<file path="config.mk">
export PLATFORM = sky130hd
export DESIGN_NAME = frame_fetch_scheduler_flat
export DESIGN_NICKNAME = d
export VERILOG_FILES = /design/src/rtl/frame_fetch_scheduler_pkg.sv /design/src/rtl/frame_fetch_scheduler_if.sv /design/src/rtl/frame_fetch_scheduler_pixel_fifo.sv /design/src/rtl/frame_fetch_scheduler.sv /design/src/flat_wrapper.sv
export SDC_FILE = /design/constraint.sdc
export NUM_CORES = 1
export LEC_CHECK = 0
export ABC_AREA = 1
export BUFFER_PORTS_ARGS = -buffer_cell sky130_fd_sc_hd__buf_4
export CORE_MARGIN = 3
export CORE_UTILIZATION = 45
export DETAILED_ROUTE_END_ITERATION = 10
export PLACE_DENSITY = 0.6
export SLEW_MARGIN = 5
export SYNTH_ARGS = -nofsm -noshare
export SYNTH_HDL_FRONTEND = slang
export SYNTH_HIERARCHICAL = 1
export SYNTH_SLANG_ARGS = --single-unit
</file>
<file path="constraint.sdc">
create_clock -name clk -period 2.1 [get_ports clk]
set_clock_uncertainty 0.05 [all_clocks]
set_input_delay 0.42 -clock clk [delete_from_list [all_inputs] [get_ports clk]]
set_output_delay 0.42 -clock clk [all_outputs]
set_load 0.01 [all_outputs]
</file>
<file path="src/rtl/frame_fetch_scheduler_pkg.sv">
// Shared constants and types for the frame fetch scheduler and the port-B memory stage.
// Region bases are in port-B address units; one pixel per address.
package frame_fetch_scheduler_pkg;

  localparam int IMG_PIXELS = 90000;
  localparam int RD_LATENCY = 2;
  localparam int FIFO_DEPTH = 8;
  localparam int ADDR_W     = 18;
  localparam int DATA_W     = 24;
  localparam int CNT_W      = 17;

  localparam logic [ADDR_W-1:0] IMAGE_ROM_BASE = 18'd0;
  localparam logic [ADDR_W-1:0] SIN_ROM_BASE   = 18'd90000;
  localparam logic [ADDR_W-1:0] RAM_BASE       = 18'd90300;

  typedef enum logic [1:0] {
    ST_IDLE  = 2'd0,
    ST_FETCH = 2'd1,
    ST_DRAIN = 2'd2,
    ST_DONE  = 2'd3
  } fetch_state_e;

  function automatic logic [ADDR_W-1:0] region_base(input logic src_sel);
    return src_sel ? RAM_BASE : IMAGE_ROM_BASE;
  endfunction

endpackage

</file>
<file path="src/rtl/frame_fetch_scheduler_if.sv">
// Port-B read bus plus the pixel valid/ready stream, bundled for the scheduler.
// master = scheduler side, slave = memory/consumer side.
interface frame_fetch_scheduler_if;
  import frame_fetch_scheduler_pkg::*;

  logic [ADDR_W-1:0] address_b;
  logic [DATA_W-1:0] read_data_b;
  logic [DATA_W-1:0] pix_data;
  logic              pix_valid;
  logic              pix_ready;
  logic              pix_last;

  modport master (
    output address_b, pix_data, pix_valid, pix_last,
    input  read_data_b, pix_ready
  );

  modport slave (
    input  address_b, pix_data, pix_valid, pix_last,
    output read_data_b, pix_ready
  );
endinterface

</file>
<file path="src/rtl/frame_fetch_scheduler_pixel_fifo.sv">
// Synchronous pixel FIFO with registered storage and a flush that wins over push/pop.
// Overflow protection is the caller's job (credit-based issue).
module pixel_fifo #(
  parameter int DEPTH = 8,
  parameter int WIDTH = 24
) (
  input  logic                   clk,
  input  logic                   rst,
  input  logic                   push,
  input  logic [WIDTH-1:0]       push_data,
  input  logic                   pop,
  input  logic                   flush,
  output logic [WIDTH-1:0]       pop_data,
  output logic [$clog2(DEPTH):0] count,
  output logic                   empty,
  output logic                   full
);
  localparam int PTR_W = $clog2(DEPTH);

  logic [WIDTH-1:0] mem_q [DEPTH];
  logic [WIDTH-1:0] mem_d [DEPTH];
  logic [PTR_W-1:0] wr_ptr_q, wr_ptr_d, rd_ptr_q, rd_ptr_d;
  logic [PTR_W:0]   count_q, count_d;
  logic             do_push, do_pop;

  assign empty    = (count_q == '0);
  assign full     = (count_q == (PTR_W+1)'(DEPTH));
  assign count    = count_q;
  assign pop_data = mem_q[rd_ptr_q];

  always_comb begin
    do_push  = push && !flush;
    do_pop   = pop && !empty && !flush;
    mem_d    = mem_q;
    wr_ptr_d = wr_ptr_q;
    rd_ptr_d = rd_ptr_q;
    count_d  = count_q;
    if (flush) begin
      wr_ptr_d = '0;
      rd_ptr_d = '0;
      count_d  = '0;
    end else begin
      if (do_push) begin
        mem_d[wr_ptr_q] = push_data;
        wr_ptr_d        = wr_ptr_q + PTR_W'(1);
      end
      if (do_pop) rd_ptr_d = rd_ptr_q + PTR_W'(1);
      count_d = count_q + (PTR_W+1)'(do_push) - (PTR_W+1)'(do_pop);
    end
  end

  always_ff @(posedge clk or negedge rst) begin
    if (!rst) begin
      for (int i = 0; i < DEPTH; i++) mem_q[i] <= '0;
      wr_ptr_q <= '0;
      rd_ptr_q <= '0;
      count_q  <= '0;
    end else begin
      mem_q    <= mem_d;
      wr_ptr_q <= wr_ptr_d;
      rd_ptr_q <= rd_ptr_d;
      count_q  <= count_d;
    end
  end
endmodule

</file>
<file path="src/rtl/frame_fetch_scheduler.sv">
// Streams one frame from port B (ROM or RAM region) into a pixel FIFO under credit control.
//   state | meaning
//   IDLE  | waiting for start, nothing in flight
//   FETCH | issuing one read per clock while credits remain
//   DRAIN | all reads issued, waiting for the last pixel to be accepted
//   DONE  | frame complete, waiting for the next start
module frame_fetch_scheduler
  import frame_fetch_scheduler_pkg::*;
#(
  parameter int FRAME_PIXELS = IMG_PIXELS
) (
  input  logic                    clk,
  input  logic                    rst,
  input  logic                    start,
  input  logic                    src_sel,
  input  logic                    abort,
  output logic                    busy,
  output logic                    done,
  frame_fetch_scheduler_if.master bus
);
  localparam int FCNT_W = $clog2(FIFO_DEPTH) + 1;
  localparam logic [CNT_W-1:0] LAST_IDX = CNT_W'(FRAME_PIXELS - 1);

  fetch_state_e          state_q, state_d;
  logic [ADDR_W-1:0]     base_q, base_d, addr_q, addr_d;
  logic [CNT_W-1:0]      issue_cnt_q, issue_cnt_d, out_cnt_q, out_cnt_d;
  logic [RD_LATENCY-1:0] pipe_q, pipe_d;
  logic                  done_q, done_d;
  logic [FCNT_W-1:0]     fifo_count, inflight;
  logic                  fifo_empty, fifo_full;
  logic [DATA_W-1:0]     fifo_head;
  logic                  issue, push, accept;

  always_comb begin
    inflight = '0;
    for (int i = 0; i < RD_LATENCY; i++) inflight = inflight + FCNT_W'(pipe_q[i]);
  end

  // Credits count both buffered and in-flight pixels, so a push can never find the FIFO full.
  assign issue  = (state_q == ST_FETCH) && !abort &&
                  ((fifo_count + inflight) < FCNT_W'(FIFO_DEPTH));
  assign push   = pipe_q[RD_LATENCY-1] && !abort;
  assign accept = !fifo_empty && bus.pix_ready;

  assign bus.address_b = addr_q;
  assign bus.pix_data  = fifo_head;
  assign bus.pix_valid = !fifo_empty;
  assign bus.pix_last  = !fifo_empty && (out_cnt_q == LAST_IDX);
  assign busy          = (state_q == ST_FETCH) || (state_q == ST_DRAIN);
  assign done          = done_q;

  always_comb begin
    state_d     = state_q;
    base_d      = base_q;
    addr_d      = addr_q;
    issue_cnt_d = issue_cnt_q;
    out_cnt_d   = accept ? out_cnt_q + CNT_W'(1) : out_cnt_q;
    pipe_d      = {pipe_q[RD_LATENCY-2:0], issue};
    done_d      = 1'b0;
    if (issue) begin
      addr_d      = base_q + ADDR_W'(issue_cnt_q);
      issue_cnt_d = issue_cnt_q + CNT_W'(1);
    end
    case (state_q)
      ST_IDLE, ST_DONE: begin
        if (start) begin
          base_d      = region_base(src_sel);
          issue_cnt_d = '0;
          out_cnt_d   = '0;
          state_d     = ST_FETCH;
        end
      end
      ST_FETCH: if (issue && issue_cnt_q == LAST_IDX) state_d = ST_DRAIN;
      ST_DRAIN: begin
        if (accept && out_cnt_q == LAST_IDX) begin
          state_d = ST_DONE;
          done_d  = 1'b1;
        end
      end
      default: state_d = ST_IDLE;
    endcase
    if (abort) begin
      state_d = ST_IDLE;
      pipe_d  = '0;
      done_d  = 1'b0;
    end
  end

  always_ff @(posedge clk or negedge rst) begin
    if (!rst) begin
      state_q     <= ST_IDLE;
      base_q      <= '0;
      addr_q      <= '0;
      issue_cnt_q <= '0;
      out_cnt_q   <= '0;
      pipe_q      <= '0;
      done_q      <= 1'b0;
    end else begin
      state_q     <= state_d;
      base_q      <= base_d;
      addr_q      <= addr_d;
      issue_cnt_q <= issue_cnt_d;
      out_cnt_q   <= out_cnt_d;
      pipe_q      <= pipe_d;
      done_q      <= done_d;
    end
  end

  pixel_fifo #(.DEPTH(FIFO_DEPTH), .WIDTH(DATA_W)) u_fifo (
    .clk       (clk),
    .rst       (rst),
    .push      (push),
    .push_data (bus.read_data_b),
    .pop       (accept),
    .flush     (abort),
    .pop_data  (fifo_head),
    .count     (fifo_count),
    .empty     (fifo_empty),
    .full      (fifo_full)
  );

  a_no_overflow: assert property (@(posedge clk) disable iff (!rst) !(push && fifo_full && !accept));
endmodule

</file>
<file path="src/flat_wrapper.sv">
// flat-port wrapper written by rule: the top's interface ports become plain ports
module frame_fetch_scheduler_flat import frame_fetch_scheduler_pkg::*;
#(
  parameter int FRAME_PIXELS = IMG_PIXELS
)
  (clk, rst, start, src_sel, abort, busy, done, bus_address_b, bus_pix_data, bus_pix_valid, bus_pix_last, bus_read_data_b, bus_pix_ready);
  frame_fetch_scheduler_if bus_i ();
  input  logic clk;
  input  logic rst;
  input  logic start;
  input  logic src_sel;
  input  logic abort;
  output logic busy;
  output logic done;
  output wire logic [$bits(bus_i.address_b)-1:0] bus_address_b;
  output wire logic [$bits(bus_i.pix_data)-1:0] bus_pix_data;
  output wire logic [$bits(bus_i.pix_valid)-1:0] bus_pix_valid;
  output wire logic [$bits(bus_i.pix_last)-1:0] bus_pix_last;
  input wire logic [$bits(bus_i.read_data_b)-1:0] bus_read_data_b;
  input wire logic [$bits(bus_i.pix_ready)-1:0] bus_pix_ready;
  assign bus_address_b = bus_i.address_b;
  assign bus_pix_data = bus_i.pix_data;
  assign bus_pix_valid = bus_i.pix_valid;
  assign bus_pix_last = bus_i.pix_last;
  assign bus_i.read_data_b = bus_read_data_b;
  assign bus_i.pix_ready = bus_pix_ready;
  frame_fetch_scheduler #(.FRAME_PIXELS(FRAME_PIXELS)) u_core (.clk(clk), .rst(rst), .start(start), .src_sel(src_sel), .abort(abort), .busy(busy), .done(done), .bus(bus_i));
endmodule
</file>
Word-level counts from Yosys, hierarchy flattened
Cells that the tools add are included.
- register bits: 277
- output and inout bits: 46
- word-level logic and storage cells: 91
- add/subtract/negate cells: 9
- magnitude comparators: 4
- equal/unequal tests: 8
- muxes and demuxes: 27
- bitwise gates (word level): 3
- reductions and logical operators: 22
- operator list (kind ; count):
    $bwmux W192 ; 1
    $mux W17 ; 7
    $bmux W24 S3 ; 1
    $demux W24 S3 ; 1
    $mux W24 ; 3
    $add A17 B1 Y17 const B ; 2
    $eq A17 B17 Y1 const B ; 2
    $add A18 B17 Y18 ; 1
    $mux W3 ; 4
    $logic_and A1 B1 Y1 ; 11
    $mux W2 ; 5
    $ne A3 B3 Y1 const B ; 3
    $ge A4 B4 Y1 const B ; 2
    $not A3 Y4 ; 2
    $add A3 B1 Y3 const B ; 2
    $pmux W2 S3 ; 1
    $add A4 B1 Y4 ; 1
    $add A4 B4 Y4 ; 1
    $eq A2 B2 Y1 const B ; 2
    $logic_not A4 Y1 ; 1
    $lt A4 B1 Y1 const B ; 1
    $lt A4 B4 Y1 const B ; 1
    $mux W4 ; 1
    $reduce_and A2 Y1 ; 2
    other kinds (11) ; 15

Longest topological paths before layout
- depth after elaboration: 8
- mapped depth: 15
- gate-level depth less buffers: 15

By module
The synthesis kept the hierarchy.
- modules (own cells, without submodules) (module ; instances ; cells an instance ; area an instance (sq um) ; sequential area each (sq um)):
    pixel_fifo ; 1 ; 1363 ; 10224.8 ; 5054.8
    frame_fetch_scheduler ; 1 ; 497 ; 3676.0 ; 1451.4

Least setup slack after synthesis
Ideal clock, no wire load.
- path type: reg-to-reg
- start point: register u_core.u_fifo.count_q[2], in the netlist u_core/u_fifo/count[2]
- end point: register u_core.u_fifo.count_q[2], in the netlist u_core/u_fifo/count[2]
- library setup time: 0.119 ns
- arrival time: 2.058 ns
- data required time: 1.931 ns
- setup slack: -0.127 ns
- stages on the path, launching flop included: 14
- path buffers: 0
- cells stage by stage: dfrtp_1 inv_1 ha_1 nand2_1 inv_1 nor2_4 nand3_1 inv_1 ha_1 inv_1 ha_1 fa_1 xnor2_1 nor2_1
- longest elaborated chain between the ends: 7
- elaborated cells on any way between the ends: 8
- those cells by class: 2 x add/sub; 1 x mux; 5 x reduce/logical
- RTL lines (what ; line ; text):
    start, declared ; frame_fetch_scheduler_pixel_fifo.sv:23 ; logic [PTR_W:0] count_q, count_d;
    start signal, assigned ; frame_fetch_scheduler_pixel_fifo.sv:62 ; count_q <= count_d;
    $logic_not A4 Y1 ; frame_fetch_scheduler_pixel_fifo.sv:26 ; assign empty = (count_q == '0);
    via u_core.fifo_empty ; frame_fetch_scheduler.sv:30 ; logic fifo_empty, fifo_full;
    $logic_not A1 Y1 ; frame_fetch_scheduler.sv:43 ; assign accept = !fifo_empty && bus.pix_ready;
    $logic_and A1 B1 Y1 ; frame_fetch_scheduler.sv:43 ;
    via u_core.accept ; frame_fetch_scheduler.sv:32 ; logic issue, push, accept;
    $logic_and A1 B1 Y1 (2 in series) ; frame_fetch_scheduler_pixel_fifo.sv:33 ; do_pop = pop && !empty && !flush;
    $sub A4 B1 Y4 ; frame_fetch_scheduler_pixel_fifo.sv:48 ; count_d = count_q + (PTR_W+1)'(do_push) - (PTR_W+1)'(do_pop);
    $mux W4 ; frame_fetch_scheduler_pixel_fifo.sv:38 ; if (flush) begin
    via u_core.u_fifo.count_d[2] ; frame_fetch_scheduler_pixel_fifo.sv:23 ;
The timed path passes the listed nets, and every way through them passes these cells.
A chain may end at the register's enable or synchronous reset.

Final worst setup path
- start point: register u_core.u_fifo.rd_ptr_q[0]
- end point: output bus_pix_data[13]
- longest elaborated chain between the ends: 4
- RTL lines (what ; line ; text):
    start, declared ; frame_fetch_scheduler_pixel_fifo.sv:22 ; logic [PTR_W-1:0] wr_ptr_q, wr_ptr_d, rd_ptr_q, rd_ptr_d;
    start signal, assigned ; frame_fetch_scheduler_pixel_fifo.sv:61 ; rd_ptr_q <= rd_ptr_d;
    $not A3 Y4 (not written as such) ; frame_fetch_scheduler_pixel_fifo.sv:29 ; assign pop_data = mem_q[rd_ptr_q];
    $bmux W24 S3 ; frame_fetch_scheduler_pixel_fifo.sv:29 ;
    $mux W24 (not written as such) (2 in series) ; frame_fetch_scheduler_pixel_fifo.sv:29 ;
    end, declared ; flat_wrapper.sv:16 ; output wire logic [$bits(bus_i.pix_data)-1:0] bus_pix_data;
No other way between the ends. The select of a mux whose other input is x is not followed.

==> flow_summary.html <==
<table>
<tr><th>Metric</th><th>Value</th></tr>
<tr><th colspan="2">Run status</th></tr>
<tr><td>Status</td><td>finished with violations</td></tr>
<tr><td>Failing checks</td><td>setup timing</td></tr>
<tr><th colspan="2">Timing</th></tr>
<tr><td>Final hold vios</td><td>0</td></tr>
<tr><td>Final setup margin</td><td>-0.289 ns</td></tr>
<tr><td>Final count of pins violating max slew</td><td>0</td></tr>
<tr><td>Achievable clock frequency</td><td>419 MHz</td></tr>
<tr><td>Max_slew headroom</td><td>72.6%</td></tr>
<tr><td>Final period demand of the worst path</td><td>2.39 ns</td></tr>
<tr><td>Period Utilization, post-route</td><td>114%</td></tr>
<tr><td>Worst Max-Slew Pin Slew</td><td>0.411 ns</td></tr>
<tr><td>Unrepaired setup endpoints after global routing</td><td>yes</td></tr>
<tr><td>Setup-violating endpoint count in the final report</td><td>27</td></tr>
<tr><th colspan="2">CTS</th></tr>
<tr><td>Count of clock tree sinks</td><td>260</td></tr>
<tr><td>CTS H-tree depth</td><td>1</td></tr>
<tr><td>Clock buffer depth</td><td>3</td></tr>
<tr><td>CTS tree</td><td>built</td></tr>
<tr><td>Root buffer cell</td><td>sky130_fd_sc_hd__clkbuf_16</td></tr>
<tr><td>Clk_lat worst skew</td><td>0.55 ns</td></tr>
<tr><td>Total clock buffers created by CTS</td><td>30</td></tr>
<tr><td>Clock-pin slew of the registers on the worst-case setup and hold paths</td><td>0.06 ns</td></tr>
<tr><th colspan="2">Routing</th></tr>
<tr><td>Iteration-0 DRC Markers</td><td>755</td></tr>
<tr><td>DRC</td><td>0</td></tr>
<tr><td>Post-detailed-route via-to-cell ratio</td><td>4.96</td></tr>
<tr><td>Via Count</td><td>11662</td></tr>
<tr><td>Average wire per cell in the routed design</td><td>15.1 um</td></tr>
<tr><td>Post-route antenna net violation count</td><td>0</td></tr>
<tr><td>First-pass iteration count of the detailed router</td><td>7</td></tr>
<tr><td>Routed wire length</td><td>35.6 mm</td></tr>
<tr><th colspan="2">Yosys</th></tr>
<tr><td>Area of the mapped netlist</td><td>13900 um^2</td></tr>
<tr><td>Mean area per synthesized cell</td><td>7.47 um^2</td></tr>
<tr><td>Net Count, Synth</td><td>1911</td></tr>
<tr><td>Count of yosys warnings during synthesis</td><td>6</td></tr>
<tr><td>Cells after Synth</td><td>1858</td></tr>
<tr><th colspan="2">Placement</th></tr>
<tr><td>RePlAce Congestion</td><td>0.840</td></tr>
<tr><td>Placed instance count</td><td>2279</td></tr>
<tr><td>Hpwl dp</td><td>21.0 mm</td></tr>
<tr><td>Number of buffer cells added on primary ports</td><td>75</td></tr>
<tr><td>Placement-stage worst setup slack</td><td>-0.0689 ns</td></tr>
<tr><th colspan="2">Setup path</th></tr>
<tr><td>Crit path DAT</td><td>1.92 ns</td></tr>
<tr><td>Worst setup path class</td><td>flip-flop to primary output</td></tr>
<tr><td>Crit path capture type</td><td>primary output</td></tr>
<tr><td>Critical Path Start Type</td><td>flip-flop</td></tr>
<tr><td>Largest driver fanout on the critical path</td><td>21</td></tr>
<tr><td>WP data required</td><td>1.63 ns</td></tr>
<tr><th colspan="2">Final layout</th></tr>
<tr><td># diodes</td><td>0</td></tr>
<tr><td>Fraction of final layout cells with drive strength greater than 1</td><td>17.2%</td></tr>
<tr><td>Final #Nets</td><td>1994</td></tr>
<tr><td>Final Non-Filler Cells</td><td>2352</td></tr>
<tr><td>Post-synthesis to final-layout area growth</td><td>20.6%</td></tr>
<tr><td>Commonest non-fill, non-tap cells in the layout</td><td>sky130_fd_sc_hd__nand2_1, sky130_fd_sc_hd__inv_1, sky130_fd_sc_hd__dfrtp_1, sky130_fd_sc_hd__o21ai_0, sky130_fd_sc_hd__nand3_1</td></tr>
<tr><td>Most frequent standard cell in the layout excluding fill and tap cells</td><td>sky130_fd_sc_hd__nand2_1</td></tr>
<tr><th colspan="2">Die</th></tr>
<tr><td>Top-level port count</td><td>76</td></tr>
<tr><td>Die area</td><td>33000 um^2</td></tr>
<tr><td>CORE AREA</td><td>30000 um^2</td></tr>
<tr><td>Initial standard-cell utilization of the core</td><td>46.2%</td></tr>
<tr><td>Die boundary height</td><td>182 um</td></tr>
<tr><td>Site row count</td><td>63</td></tr>
<tr><td>Chip width</td><td>182 um</td></tr>
<tr><th colspan="2">GRT</th></tr>
<tr><td>Antenna violations before repair</td><td>0</td></tr>
<tr><td>First-pass GRT wire length</td><td>59.3 mm</td></tr>
<tr><td>Total GRT Usage</td><td>21.6%</td></tr>
<tr><td>Global routing met2 resource utilization</td><td>36.8%</td></tr>
<tr><td>Global routing's busiest layer</td><td>met2</td></tr>
<tr><td>Global routing met1 resource utilization</td><td>29.8%</td></tr>
<tr><td>M3 GR Usage</td><td>2.36%</td></tr>
<tr><td>Largest net degree at the start of global routing</td><td>64</td></tr>
<tr><td>Vias in the first global route</td><td>11591</td></tr>
<tr><td>GRT overflow</td><td>0</td></tr>
<tr><th colspan="2">Pwr</th></tr>
<tr><td>Worst ir drop on vdd</td><td>619 uV</td></tr>
<tr><td>LEAKAGE</td><td>8.27 nW</td></tr>
<tr><td>Cell Pwr Density</td><td>833 nW/um^2</td></tr>
<tr><td>Total chip power</td><td>13.9 mW</td></tr>
<tr><th colspan="2">Job</th></tr>
<tr><td>Max Cap Violations</td><td>0</td></tr>
<tr><th colspan="2">Worst hold path</th></tr>
<tr><td>Worst min-delay path class</td><td>input pin to flip-flop</td></tr>
</table>
## flip-flops by register name, indices dropped and copies added (netlist names)
signal and cells:
u_core/u_fifo/mem_q 192, u_core/done 1, u_core/u_fifo/count 4, u_core/u_fifo/rd_ptr_q 3, u_core/u_fifo/wr_ptr_q 3, u_core/issue_cnt_q 17, u_core/base_q 1, u_core/bus.address_b 18
u_core/out_cnt_q 17, u_core/pipe_q 2, u_core/state_q 2
## worst max-delay path, cell delays in order (launching register included)
cell	delay (ns)
sky130_fd_sc_hd__dfrtp_4	0.53
sky130_fd_sc_hd__buf_12	0.18
sky130_fd_sc_hd__buf_12	0.16
sky130_fd_sc_hd__nand2_1	0.08
sky130_fd_sc_hd__nand3_1	0.07
sky130_fd_sc_hd__nand2_1	0.06
sky130_fd_sc_hd__nand2_1	0.05
sky130_fd_sc_hd__nand2_2	0.11
sky130_fd_sc_hd__buf_6	0.11
## worst paths after layout
check                      cells after the start                      start                       end  slack [ns]
setup / recovery                               8  u_core/u_fifo/rd_ptr_q[0]          bus_pix_data[13]       -0.29
hold / removal                                 2                      start    u_core/issue_cnt_q[16]        0.05
setup reg to reg                              13     u_core/u_fifo/count[2]    u_core/u_fifo/count[1]       -0.14
hold reg to reg                                2   u_core/u_fifo/mem_q[143]  u_core/u_fifo/mem_q[143]        0.43
max in group asynchronous                      3                        rst  u_core/u_fifo/mem_q[116]        1.08
min in group asynchronous                      2                        rst  u_core/u_fifo/mem_q[175]        0.29
## repair_timing
item	4_1_cts	5_1_grt
hold endpoints to repair	70	0
pin swaps	11	48
buffers inserted	10	2
endpoints found under the setup margin	29	42
gates cloned	7	3
hold buffers	1	0
resized for setup	66	71
## through the flow
stage / hold WS (ns) / TNS (ns) / utilization (%) / cell area [um^2]
final: 0.0513 / -6.61 / 55.8 / 16700
after global routing: 0.0489 / -9.15 / 55.8 / 16700
after CTS: 0.0286 / -6.75 / 54.8 / 16500
after detailed placement: 0.266 / -0.0758 / 49.8 / 15000
after global placement: 0.269 / -0.0158 / 49.8 / 15000
after floorplan: 0.0744 / -0.00559 / - / 13900
## power by group
group	switching, mW	internal [mW]	leakage, nW	total [mW]
logic	1.66	1.32	4.19	2.99
clock network	2.07	3.21	0.492	5.28
registers	0.251	5.43	3.58	5.68
total	3.98	9.96	8.27	13.9
## layer usage
layer / routed length, um / vias to the layer above
met1: 16200 / 5455
met5: 0 / -
met4: 760 / 0
li1: - / 5913
met2: 17100 / 239
met3: 1470 / 55
## area by class of cell
class | count | area (um^2)
Sequential cell | 260 | 6510
Multi-Input combinational cell | 1216 | 6010
Clock buffer | 46 | 912
Timing Repair Buffer | 140 | 1610
Clock inverter | 7 | 91.3
Tap cell | 390 | 488
Fill cell | 2862 | 13300
Inverter | 293 | 1120
Power figures use the tool's default switching activity.
